$ cat src/rtl/dmem_pkg.sv
// Shared types and constants for the data-memory controller.
//   dmemState_e : controller FSM state encoding (2 bits)
//   dmemRsp_t   : response payload (error flag + load data)
package dmem_pkg;

    localparam int unsigned DMEM_DATAWIDTH = 32;
    localparam logic [3:0]  BE_FULL        = 4'hF;

    typedef enum logic [1:0] {
        IDLE   = 2'd0,
        ACCESS = 2'd1,
        WAIT   = 2'd2,
        RESP   = 2'd3
    } dmemState_e;

    typedef struct packed {
        logic                      error;
        logic [DMEM_DATAWIDTH-1:0] data;
    } dmemRsp_t;

endpackage

$ cat src/rtl/dmem_addr_chk.sv
// Combinational range / byte-enable check for a core data-memory request.
//   addr       : byte address from the core
//   byteEnable : requested byte lanes
//   error      : request falls outside the SRAM window or has no lanes set
//   wordAddr   : SRAM word address (valid only when error is 0)
module dmem_addr_chk
    import dmem_pkg::*;
#(
    parameter logic [31:0] BASE_ADDR  = 32'h0001_0000,
    parameter int unsigned DEPTH_LOG2 = 10
) (
    input  logic [DMEM_DATAWIDTH-1:0] addr,
    input  logic [3:0]                byteEnable,
    output logic                      error,
    output logic [DEPTH_LOG2-1:0]     wordAddr
);

    // Window size in bytes; one extra bit so DEPTH_LOG2 = 30 cannot wrap.
    localparam logic [32:0] SPAN_BYTES = 33'(4) << DEPTH_LOG2;

    logic [DMEM_DATAWIDTH-1:0] offset;

    // Addr[1:0] only matters through the comparison; lanes are already encoded.
    always_comb begin
        offset   = addr - BASE_ADDR;
        error    = (addr < BASE_ADDR)
                 || ({1'b0, offset} >= SPAN_BYTES)
                 || (byteEnable == 4'b0000);
        wordAddr = offset[DEPTH_LOG2+1:2];
    end

endmodule

$ cat src/rtl/dmem_ctrl.sv
// Data-memory controller between the core load/store path and a
// synchronous single-port SRAM with byte enables.
//   DMEM_Req_*  : core request handshake (one outstanding request)
//   DMEM_Rsp_*  : response handshake (load data / write ack / error)
//   DMEM_Sram_* : SRAM chip select, write enable, byte mask, address, data
module dmem_ctrl
    import dmem_pkg::*;
#(
    parameter logic [31:0] BASE_ADDR  = 32'h0001_0000,
    parameter int unsigned DEPTH_LOG2 = 10,
    parameter int unsigned RD_LATENCY = 1
) (
    input  logic                      DMEM_Clk_In,
    input  logic                      DMEM_Reset_In,
    input  logic                      DMEM_Req_Valid_In,
    output logic                      DMEM_Req_Ready_Out,
    input  logic                      DMEM_Req_Write_In,
    input  logic [DMEM_DATAWIDTH-1:0] DMEM_Req_Addr_InBUS,
    input  logic [3:0]                DMEM_Req_Byteenable_InBUS,
    input  logic [DMEM_DATAWIDTH-1:0] DMEM_Req_Writedata_InBUS,
    output logic                      DMEM_Rsp_Valid_Out,
    input  logic                      DMEM_Rsp_Ready_In,
    output logic [DMEM_DATAWIDTH-1:0] DMEM_Rsp_Readdata_OutBUS,
    output logic                      DMEM_Rsp_Error_Out,
    output logic                      DMEM_Sram_Cs_Out,
    output logic                      DMEM_Sram_We_Out,
    output logic [3:0]                DMEM_Sram_Be_OutBUS,
    output logic [DEPTH_LOG2-1:0]     DMEM_Sram_Addr_OutBUS,
    output logic [DMEM_DATAWIDTH-1:0] DMEM_Sram_Wdata_OutBUS,
    input  logic [DMEM_DATAWIDTH-1:0] DMEM_Sram_Rdata_InBUS
);

    localparam int unsigned CNT_W = 2;

    dmemState_e                state;
    dmemState_e                stateNext;
    logic [CNT_W-1:0]          waitCnt;
    logic [CNT_W-1:0]          waitCntNext;
    logic                      accept;
    logic                      captureRd;
    logic                      chkError;
    logic [DEPTH_LOG2-1:0]     chkWord;

    logic                      reqWrite;
    logic                      reqReadyQ;
    logic                      rspValidQ;
    dmemRsp_t                  rspQ;
    logic                      csQ;
    logic                      weQ;
    logic [3:0]                beQ;
    logic [DEPTH_LOG2-1:0]     sramAddrQ;
    logic [DMEM_DATAWIDTH-1:0] sramWdataQ;

    dmem_addr_chk #(
        .BASE_ADDR  (BASE_ADDR),
        .DEPTH_LOG2 (DEPTH_LOG2)
    ) u_addr_chk (
        .addr       (DMEM_Req_Addr_InBUS),
        .byteEnable (DMEM_Req_Byteenable_InBUS),
        .error      (chkError),
        .wordAddr   (chkWord)
    );

    // State and wait-counter register.
    always_ff @(posedge DMEM_Clk_In) begin
        if (DMEM_Reset_In) begin
            state   <= IDLE;
            waitCnt <= '0;
        end else begin
            state   <= stateNext;
            waitCnt <= waitCntNext;
        end
    end

    // Next-state logic. Acceptance uses the registered ready so that no
    // request is taken in the cycle straight after reset.
    always_comb begin
        stateNext   = state;
        waitCntNext = waitCnt;
        accept      = 1'b0;
        captureRd   = 1'b0;
        case (state)
            IDLE: begin
                if (DMEM_Req_Valid_In && reqReadyQ) begin
                    accept    = 1'b1;
                    stateNext = chkError ? RESP : ACCESS;
                end
            end
            ACCESS: begin
                if (reqWrite) begin
                    stateNext = RESP;
                end else begin
                    stateNext   = WAIT;
                    waitCntNext = CNT_W'(RD_LATENCY - 1);
                end
            end
            WAIT: begin
                if (waitCnt == '0) begin
                    captureRd = 1'b1;
                    stateNext = RESP;
                end else begin
                    waitCntNext = waitCnt - CNT_W'(1);
                end
            end
            RESP: begin
                if (DMEM_Rsp_Ready_In) begin
                    stateNext = IDLE;
                end
            end
        endcase
    end

    // Registered outputs, derived from the next state so they line up
    // with the state they belong to.
    always_ff @(posedge DMEM_Clk_In) begin
        if (DMEM_Reset_In) begin
            reqWrite   <= 1'b0;
            reqReadyQ  <= 1'b0;
            rspValidQ  <= 1'b0;
            rspQ       <= '0;
            csQ        <= 1'b0;
            weQ        <= 1'b0;
            beQ        <= '0;
            sramAddrQ  <= '0;
            sramWdataQ <= '0;
        end else begin
            reqReadyQ <= (stateNext == IDLE);
            rspValidQ <= (stateNext == RESP);
            csQ       <= (stateNext == ACCESS);
            weQ       <= (stateNext == ACCESS) && DMEM_Req_Write_In;
            if (stateNext == ACCESS) begin
                beQ <= DMEM_Req_Write_In ? DMEM_Req_Byteenable_InBUS : BE_FULL;
            end else begin
                beQ <= '0;
            end

            if (accept) begin
                reqWrite   <= DMEM_Req_Write_In;
                rspQ.error <= chkError;
                rspQ.data  <= '0;
                // Rejected requests leave the SRAM-facing registers untouched.
                if (!chkError) begin
                    sramAddrQ  <= chkWord;
                    sramWdataQ <= DMEM_Req_Writedata_InBUS;
                end
            end

            if (captureRd) begin
                rspQ.data <= DMEM_Sram_Rdata_InBUS;
            end
        end
    end

    assign DMEM_Req_Ready_Out       = reqReadyQ;
    assign DMEM_Rsp_Valid_Out       = rspValidQ;
    assign DMEM_Rsp_Readdata_OutBUS = rspQ.data;
    assign DMEM_Rsp_Error_Out       = rspQ.error;
    assign DMEM_Sram_Cs_Out         = csQ;
    assign DMEM_Sram_We_Out         = weQ;
    assign DMEM_Sram_Be_OutBUS      = beQ;
    assign DMEM_Sram_Addr_OutBUS    = sramAddrQ;
    assign DMEM_Sram_Wdata_OutBUS   = sramWdataQ;

endmodule

$ cat config.mk
export PLATFORM = sky130hd
export DESIGN_NAME = dmem_ctrl
export DESIGN_NICKNAME = d
export VERILOG_FILES = /design/src/rtl/dmem_pkg.sv /design/src/rtl/dmem_addr_chk.sv /design/src/rtl/dmem_ctrl.sv
export SDC_FILE = /design/constraint.sdc
export NUM_CORES = 1
export LEC_CHECK = 0
export ABC_AREA = 1
export CAP_MARGIN = 25
export CORE_MARGIN = 4
export CORE_UTILIZATION = 30
export CTS_CLUSTER_SIZE = 10
export DETAILED_ROUTE_END_ITERATION = 10
export GPL_TIMING_DRIVEN = 1
export PLACE_DENSITY = 0.72
export SLEW_MARGIN = 5
export SYNTH_ARGS = -nofsm -noshare
export SYNTH_HDL_FRONTEND = slang
export SYNTH_SLANG_ARGS = --single-unit
$ cat constraint.sdc
create_clock -name DMEM_Clk_In -period 3.8 [get_ports DMEM_Clk_In]
set_input_delay 0.38 -clock DMEM_Clk_In [delete_from_list [all_inputs] [get_ports DMEM_Clk_In]]
set_output_delay 0.38 -clock DMEM_Clk_In [all_outputs]
set_load 0.01 [all_outputs]
==> results of run 1 <==
power by group through the flow:
stage	clock [µW]	combinational [µW]	sequential [µW]
global route	1140	980	1110
floorplan	0	419	1160
detailed placement	0	886	1120
global placement	0	874	1110
finish	1070	882	1100
CTS	1110	891	1100
per-stage QoR:
stage | worst slack (ns) | hold slack, ns
after floorplan | 2.11 | 0.433
after global placement | 0.811 | 0.444
after detailed placement | 1.18 | 0.462
after CTS | 1.53 | 0.472
after global routing | 1.27 | 0.506
final | 1.52 | 0.472
final cells by class:
| type | count | share of cell area |
|---|---|---|
| inverters | 63 | 0.0395 |
| multi-input cells | 351 | 0.253 |
| clock buffers | 10 | 0.0399 |
| repair buffers | 192 | 0.322 |
| clock inverters | 6 | 0.0217 |
| well taps | 143 | 0.0299 |
| flip-flops and latches | 88 | 0.294 |
worst min-delay path: stages (launching register included):
cell     delay, ns
dfxtp_1       0.30
inv_1         0.06
a21oi_1       0.06
worst min path at each step:
stage,from,endpoint,cells after the start
after floorplan,waitCnt[1]$_SDFFE_PP0P_,waitCnt[1]$_SDFFE_PP0P_,2
after global placement,waitCnt[1]$_SDFFE_PP0P_,waitCnt[1]$_SDFFE_PP0P_,2
after detailed placement,waitCnt[1]$_SDFFE_PP0P_,waitCnt[1]$_SDFFE_PP0P_,2
after CTS,waitCnt[1]$_SDFFE_PP0P_,waitCnt[1]$_SDFFE_PP0P_,2
after global routing,DMEM_Rsp_Readdata_OutBUS[24]$_SDFFE_PP0P_,DMEM_Rsp_Readdata_OutBUS[24]$_SDFFE_PP0P_,2
final,waitCnt[1]$_SDFFE_PP0P_,waitCnt[1]$_SDFFE_PP0P_,2
registers in the layout, indices dropped and copies added, names as in the netlist:
signal,count
DMEM_Rsp_Valid_Out,1
state,2
DMEM_Sram_Wdata_OutBUS,32
DMEM_Sram_Be_OutBUS,4
DMEM_Sram_Cs_Out,1
DMEM_Sram_Addr_OutBUS,10
DMEM_Rsp_Readdata_OutBUS,32
DMEM_Sram_We_Out,1
DMEM_Rsp_Error_Out,1
DMEM_Req_Ready_Out,1
waitCnt,2
reqWrite,1
placed cells by master, fill, tap and decap left out, types with 2 or more instances in the layout:
cell,count
inv_2,2
nand3_1,72
clkdlybuf4s50_1,185
nor3_1,2
nand2_1,114
bufinv_16,4
clkbuf_16,9
inv_1,61
nor2_1,113
dfxtp_1,88
a21oi_1,37
o21ai_0,2
clkinv_2,2
buf_4,6
nor2_2,4
layer usage:
metal | GRT usage | up-vias
met3 | 0.0654 | 18
met1 | 0.186 | 1677
met2 | 0.245 | 153
met4 | 0.0681 | 0
li1 | - | 1992
met5 | 0 | -
cell families (layout without fill, tap and decap cells):
| group | count (synthesis) | after routing | share of synthesized area |
|---|---|---|---|
| DFF | 88 | 88 | 0.484 |
| and+or+nand+nor | 307 | 307 | 0.348 |
| AOI/OAI and AO/OA | 42 | 42 | 0.0591 |
| adders and majority gates | 1 | 1 | 0.00343 |
| buffers and inverters | 94 | 271 | 0.103 |
| xor gates and xnor gates | 1 | 1 | 0.00241 |
==> results.cfg, run 1 <==
[clock_tree]
cts_tree = built
cts_buffers = 9
numClockSinks = 88
hold_buffers = 0
clk_pin_slew_ns = 0.06
clockBufferDepth = 2
ctsHtreeMaxLevel = 3
worstSkewPairLatency_ns = 0.33
cts_root_buffer = clkbuf_16
post_cts_buffers = 0
post_cts_resized = 0

[route]
dr.pass1.iters = 4
drtIter0Drc = 153
wl_mm = 10.9
routedWlPerCell_um = 12.7
wl_met2_mm = 4.88
viasPerCell = 4.50
wirelength_met1_mm = 4.63
dr_wl_met3_mm = 1.12
ant_nets = 0
highest_layer = met4
drc = 0
via_count = 3840

[sta]
finalCritPeriodShare = 0.599
relSlewSlack = 0.669
finalSetupTns_ns = 0
hold_violations = 0
max_freq_ghz = 0.439
rsz0062_at_grt = false
finalCriticalPeriod_ns = 2.28
drv_slew = 0
finalClockSkew_ns = 0.00459
report.final.setup_viol = 0
tightest_slew_ns = 0.497

[power]
p_total_uw = 3050
power.switching_uw = 891
power.density_nw_per_um2 = 510
p_leak_uw = 0.00260
p_int_uw = 2160
clockPowerShare = 0.350
power.share.sequential = 0.361
ir_drop_mv = 0.280
pwr-share-comb = 0.289
p_sw_frac = 0.292

[critical_path]
path_buf_inv = 2
critical_path_depth = 11
slowest_delay_ns = 0.44
regToRegEndpoint = DMEM_Sram_Cs_Out$_SDFF_PP0_
arrival_ns = 2.54
reg2regPathDepth = 12
crit_path_end_kind = flop
cp_cell_sequence = clkdlybuf4s50_1, nor2_1, nand2_1, nor2_2, nand2_1, xor2_1, nand4_4, buf_16, nand2_1, nand2_1, nor2_1
path_delay_family = simple AND/OR/NAND/NOR gates
r2r-start = waitCnt[0]$_SDFFE_PP0P_
r2r_slack_ns = 1.81
crit_top_cell = nand2_1
cp-startpoint = DMEM_Req_Addr_InBUS[17]
cp-start-kind = input port
worstSetupEndpoint = DMEM_Sram_Wdata_OutBUS[4]$_SDFFE_PP0P_
crit_required_ns = 4.07
slowest_stage = clkdlybuf4s50_1
cp_max_fo = 71
critical_path_class = input port to flop

[placement]
dp_hpwl_mm = 7.81
io_buffers = 185
gp_congestion = 0.817
placed_area_um2 = 5610
dp.cells = 837

[synthesis]
yosys_warnings = 0
synth.most_common_cell = nand2_1
synthTopCellsByCount = nand2_1 (114), nor2_1 (113), dfxtp_1 (88)
synth_area_um2 = 3640
ys_seq_area_frac = 0.484
synth_seq_cells = 88
synth_edf_count = 0
syn_nets = 639
avgSynthCellArea_um2 = 6.83
synthCells = 533
ys_types = 21
synth_top_area_cell = dfxtp_1
synth-async-reset-ratio = 0
synth_area_leaders = dfxtp_1 (48%), nand2_1 (12%), nor2_1 (12%)
yosys.area.top_type_share = 0.484
synth_ff_type = dfxtp_1

[cells_and_area]
fin_cells = 853
fill_cells = 1086
fin_area_um2 = 5980
insertedDiodeCount = 0
multi_input_area_um2 = 1510
drive_gt1_frac = 0.0423
regArea_um2 = 1760
final_util = 0.513
syn2layout_area_growth_pct = 64.3
finalNetCount = 811

[global_routing]
grt_pass1_vias = 3766
grt.overflow.total = 0
antenna_found_initial = 0
grtUsageTotal = 0.156
grt_pass1_wl_mm = 18.1
grt_max_degree = 72

[floorplanning]
die_x_um = 118
num_io_pins = 188
start_util = 0.312
row_count = 39
dieArea_um2 = 14000
core_um2 = 11700
fp.dieH_um = 118

[flow_run]
drv_cap = 0

[outcome]
status = finished, final reports clean

[worst_hold_path]
hp-class = flop to flop
(Power assumes the default switching activity.)
==> inputs of run 2 (changes only) <==
clock period = 2.3 ns   (was 3.8 ns; I/O delays follow)
==> results.cfg, run 2 (synthesis gave the netlist of run 1 again) <==
[outcome]
status = finished, final reports clean

[sta]
rsz0062_at_grt = false
drv_slew = 0
finalSetupTns_ns = 0
finalCriticalPeriod_ns = 1.92
finalCritPeriodShare = 0.833
report.final.setup_viol = 0
tightest_slew_ns = 0.503
relSlewSlack = 0.665
hold_violations = 0
whs_ns = 0.473
finalClockSkew_ns = 0.00658
max_freq_ghz = 0.522

[clock_tree]
worstSkewPairLatency_ns = 0.33
cts_tree = built
post_cts_resized = 0
post_cts_buffers = 0
cts_root_buffer = clkbuf_16
hold_buffers = 0
clockBufferDepth = 2
cts_buffers = 9
ctsHtreeMaxLevel = 3
numClockSinks = 88
clk_pin_slew_ns = 0.06

[route]
wl_mm = 10.8
drtIter0Drc = 230
drc = 0
routedWlPerCell_um = 12.7
via_count = 3868
viasPerCell = 4.54
dr.pass1.iters = 4
ant_nets = 0

[critical_path]
cp-start-kind = input port
cp_cell_sequence = clkdlybuf4s50_1, nor2_1, nand2_1, nor2_2, nand2_1, xor2_1, nand4_4, buf_12, nand2_1, nand2_1, nor2_1
slowest_delay_ns = 0.44
cp_max_fo = 85
critical_path_class = input port to flop
crit_path_end_kind = flop
slowest_stage = clkdlybuf4s50_1
arrival_ns = 2.18
crit_required_ns = 2.57
crit_top_cell = nand2_1

[cells_and_area]
finalNetCount = 811
drive_gt1_frac = 0.0395
final_common_cell = clkdlybuf4s50_1
insertedDiodeCount = 0
fin_area_um2 = 5890
layout_common_cells = clkdlybuf4s50_1 (185), nand2_1 (114), nor2_1 (113)
syn2layout_area_growth_pct = 61.8
final_util = 0.505

[global_routing]
grt.overflow.total = 0
grt_pass1_vias = 3706
grt_max_degree = 86
antenna_found_initial = 0
grt_pass1_wl_mm = 17.9
grtUsageTotal = 0.153

[floorplanning]
core_um2 = 11700
die_x_um = 118
num_io_pins = 188
dieArea_um2 = 14000
fp.dieH_um = 118
start_util = 0.312
row_count = 39

[placement]
placed_area_um2 = 5610
dp_hpwl_mm = 7.87
gp_congestion = 0.780
io_buffers = 185

[flow_run]
drv_cap = 0

[power]
power.density_nw_per_um2 = 798
ir_drop_mv = 0.647
p_leak_uw = 0.00256

[worst_hold_path]
hp-class = input port to flop
run 2: cell types whose count changed in the layout (fill, tap and decap cells not counted), sizes merged:
| cell | change |
|---|---|
| bufinv | -3 |
| clkbuf | +1 |
| clkinv | +1 |
run 2: final cells by class:
class	count	area, µm²
clock buffers	11	243
clock inverters	4	45.0
fillers	1132	5770
repair buffers	192	1920
multi-input cells	351	1510
flip-flops and latches	88	1760
well taps	143	179
inverters	63	236
run 2: power by group:
part	internal [µW]	switching, µW	total [µW]	leakage [µW]
Sequential	1720	96.7	1820	0.000712
Combinational	653	811	1460	0.00171
Clock	859	562	1420	0.000145
run 2: final timing paths:
kind | to | slack (ns) | depth (start not counted) | start
worst min register to register | DMEM_Rsp_Readdata_OutBUS[19]$_SDFFE_PP0P_ | 0.48 | 2 | DMEM_Rsp_Readdata_OutBUS[19]$_SDFFE_PP0P_
worst min-delay path | DMEM_Rsp_Readdata_OutBUS[20]$_SDFFE_PP0P_ | 0.47 | 3 | DMEM_Sram_Rdata_InBUS[20]
worst max register to register | DMEM_Sram_Wdata_OutBUS[8]$_SDFFE_PP0P_ | 0.78 | 8 | state[0]$_SDFF_PP0_
worst max-delay path | DMEM_Sram_Wdata_OutBUS[8]$_SDFFE_PP0P_ | 0.38 | 11 | DMEM_Req_Addr_InBUS[17]
run 2: routing by layer:
metal	vias up	GRT usage	share of wire
met3	18	0.0616	0.093
met5	-	0	0
met4	0	0.0608	0.020
li1	1989	-	-
met2	150	0.249	0.45
met1	1711	0.180	0.43
run 2: critical path: cells and delay by family:
kind | cells | cell delay [ns]
AND/OR/NAND/NOR | 8 | 0.94
buffers and inverters | 2 | 0.67
XOR/XNOR | 1 | 0.29
run 2: per-stage QoR:
step / setup WS, ns / instances / power (µW)
finish: 0.385 / 852 / 4700
global route: 0.247 / 852 / 5000
CTS: 0.412 / 852 / 4770
detailed placement: 0.0558 / 837 / 3320
global placement: 0.176 / 837 / 3290
floorplan: 0.759 / 533 / 2610
==> inputs of run 3 (changes only) <==
clock period = 1.97 ns   (was 2.3 ns; I/O delays follow)
==> results.cfg, run 3 (synthesis gave the netlist of run 1 again) <==
[outcome]
status = finished, final reports clean

[cells_and_area]
drive_gt1_frac = 0.0474
multi_input_area_um2 = 1510
syn2layout_area_growth_pct = 63.1
fill_cells = 1126
finalNetCount = 820
fin_area_um2 = 5940
layout_common_cells = clkdlybuf4s50_1 (185), nand2_1 (114), nor2_1 (113)
final_common_cell = clkdlybuf4s50_1
fin_cells = 860
insertedDiodeCount = 0
regArea_um2 = 1760

[power]
p_leak_uw = 0.00259
ir_drop_mv = 0.735
power.density_nw_per_um2 = 901

[clock_tree]
numClockSinks = 88
post_cts_resized = 0
cts_tree = built
worstSkewPairLatency_ns = 0.33
ctsHtreeMaxLevel = 3
cts_buffers = 9
hold_buffers = 0
cts_root_buffer = clkbuf_16
clockBufferDepth = 2
clk_pin_slew_ns = 0.06
post_cts_buffers = 0

[placement]
dp.cells = 846
gp_congestion = 0.825
placed_area_um2 = 5690
io_buffers = 185
dp_hpwl_mm = 8.20

[sta]
finalSetupTns_ns = 0
finalClockSkew_ns = 0.00689
finalCriticalPeriod_ns = 1.80
max_freq_ghz = 0.557
rsz0062_at_grt = false
report.final.setup_viol = 0
drv_slew = 0
hold_violations = 0
tightest_slew_ns = 0.344
finalCritPeriodShare = 0.911
relSlewSlack = 0.770

[route]
ant_nets = 0
dr.pass1.iters = 4
routedWlPerCell_um = 13.0
drtIter0Drc = 202
wl_mm = 11.1
drc = 0
viasPerCell = 4.59
wirelength_met1_mm = 4.59
highest_layer = met4
via_count = 3944
wl_met2_mm = 5.24
dr_wl_met3_mm = 1.09

[critical_path]
critical_path_class = input port to flop
crit_required_ns = 2.20
crit_path_end_kind = flop
arrival_ns = 2.02
cp_max_fo = 70
cp-start-kind = input port

[floorplanning]
start_util = 0.312
row_count = 39
num_io_pins = 188
dieArea_um2 = 14000
die_x_um = 118
core_um2 = 11700
fp.dieH_um = 118

[global_routing]
grt_pass1_vias = 3803
grt.overflow.total = 0
grt_pass1_wl_mm = 18.1
antenna_found_initial = 0
grtUsageTotal = 0.155
grt_max_degree = 71

[worst_hold_path]
hp-class = input port to flop

[flow_run]
drv_cap = 0
run 3: where the power goes:
part / switching, µW / internal (µW)
clock network: 637 / 874
registers: 117 / 2010
logic: 941 / 774
run 3: cell type report:
class,instances,area share
tap,143,0.0301
clock buffer,13,0.0421
inverter,63,0.0398
timing repair buffer,201,0.336
clock inverter,1,0.000842
multi-input combinational,351,0.255
sequential,88,0.296
run 3: layer usage:
| layer | GRT usage | vias up |
|---|---|---|
| met3 | 0.0626 | 19 |
| li1 | - | 2002 |
| met1 | 0.178 | 1775 |
| met2 | 0.259 | 148 |
| met4 | 0.0630 | 0 |
| met5 | 0 | - |
run 3: path summary, 6_finish.rpt:
kind                            slack (ns)  depth (start not counted)                                       end                      from
worst max-delay path                  0.17                         10   DMEM_Sram_Wdata_OutBUS[18]$_SDFFE_PP0P_   DMEM_Req_Addr_InBUS[17]
worst min register to register        0.47                          2                   waitCnt[1]$_SDFFE_PP0P_   waitCnt[1]$_SDFFE_PP0P_
worst min-delay path                  0.44                          3  DMEM_Rsp_Readdata_OutBUS[9]$_SDFFE_PP0P_  DMEM_Sram_Rdata_InBUS[9]
worst max register to register        0.47                          8   DMEM_Sram_Wdata_OutBUS[31]$_SDFFE_PP0P_       state[0]$_SDFF_PP0_
run 3: stage by stage:
stage / util / hold WS (ns) / setup WS [ns] / power [µW]
after floorplan: - / 0.332 / 0.462 / 3040
after global routing: 0.509 / 0.439 / 0.0306 / 5690
after CTS: 0.509 / 0.422 / 0.189 / 5440
after detailed placement: 0.488 / 0.456 / -0.176 / 3890
after global placement: 0.488 / 0.443 / -0.0942 / 3850
final: 0.509 / 0.440 / 0.175 / 5350
run 3: critical path: stages:
cell and delay [ns]:
clkdlybuf4s50_1 0.44, nor2_1 0.15, nand2_1 0.11, nor2_2 0.18, nand2_1 0.09, xor2_1 0.28, nand4_4 0.15, buf_12 0.22
nor2_1 0.13, nor2_1 0.06
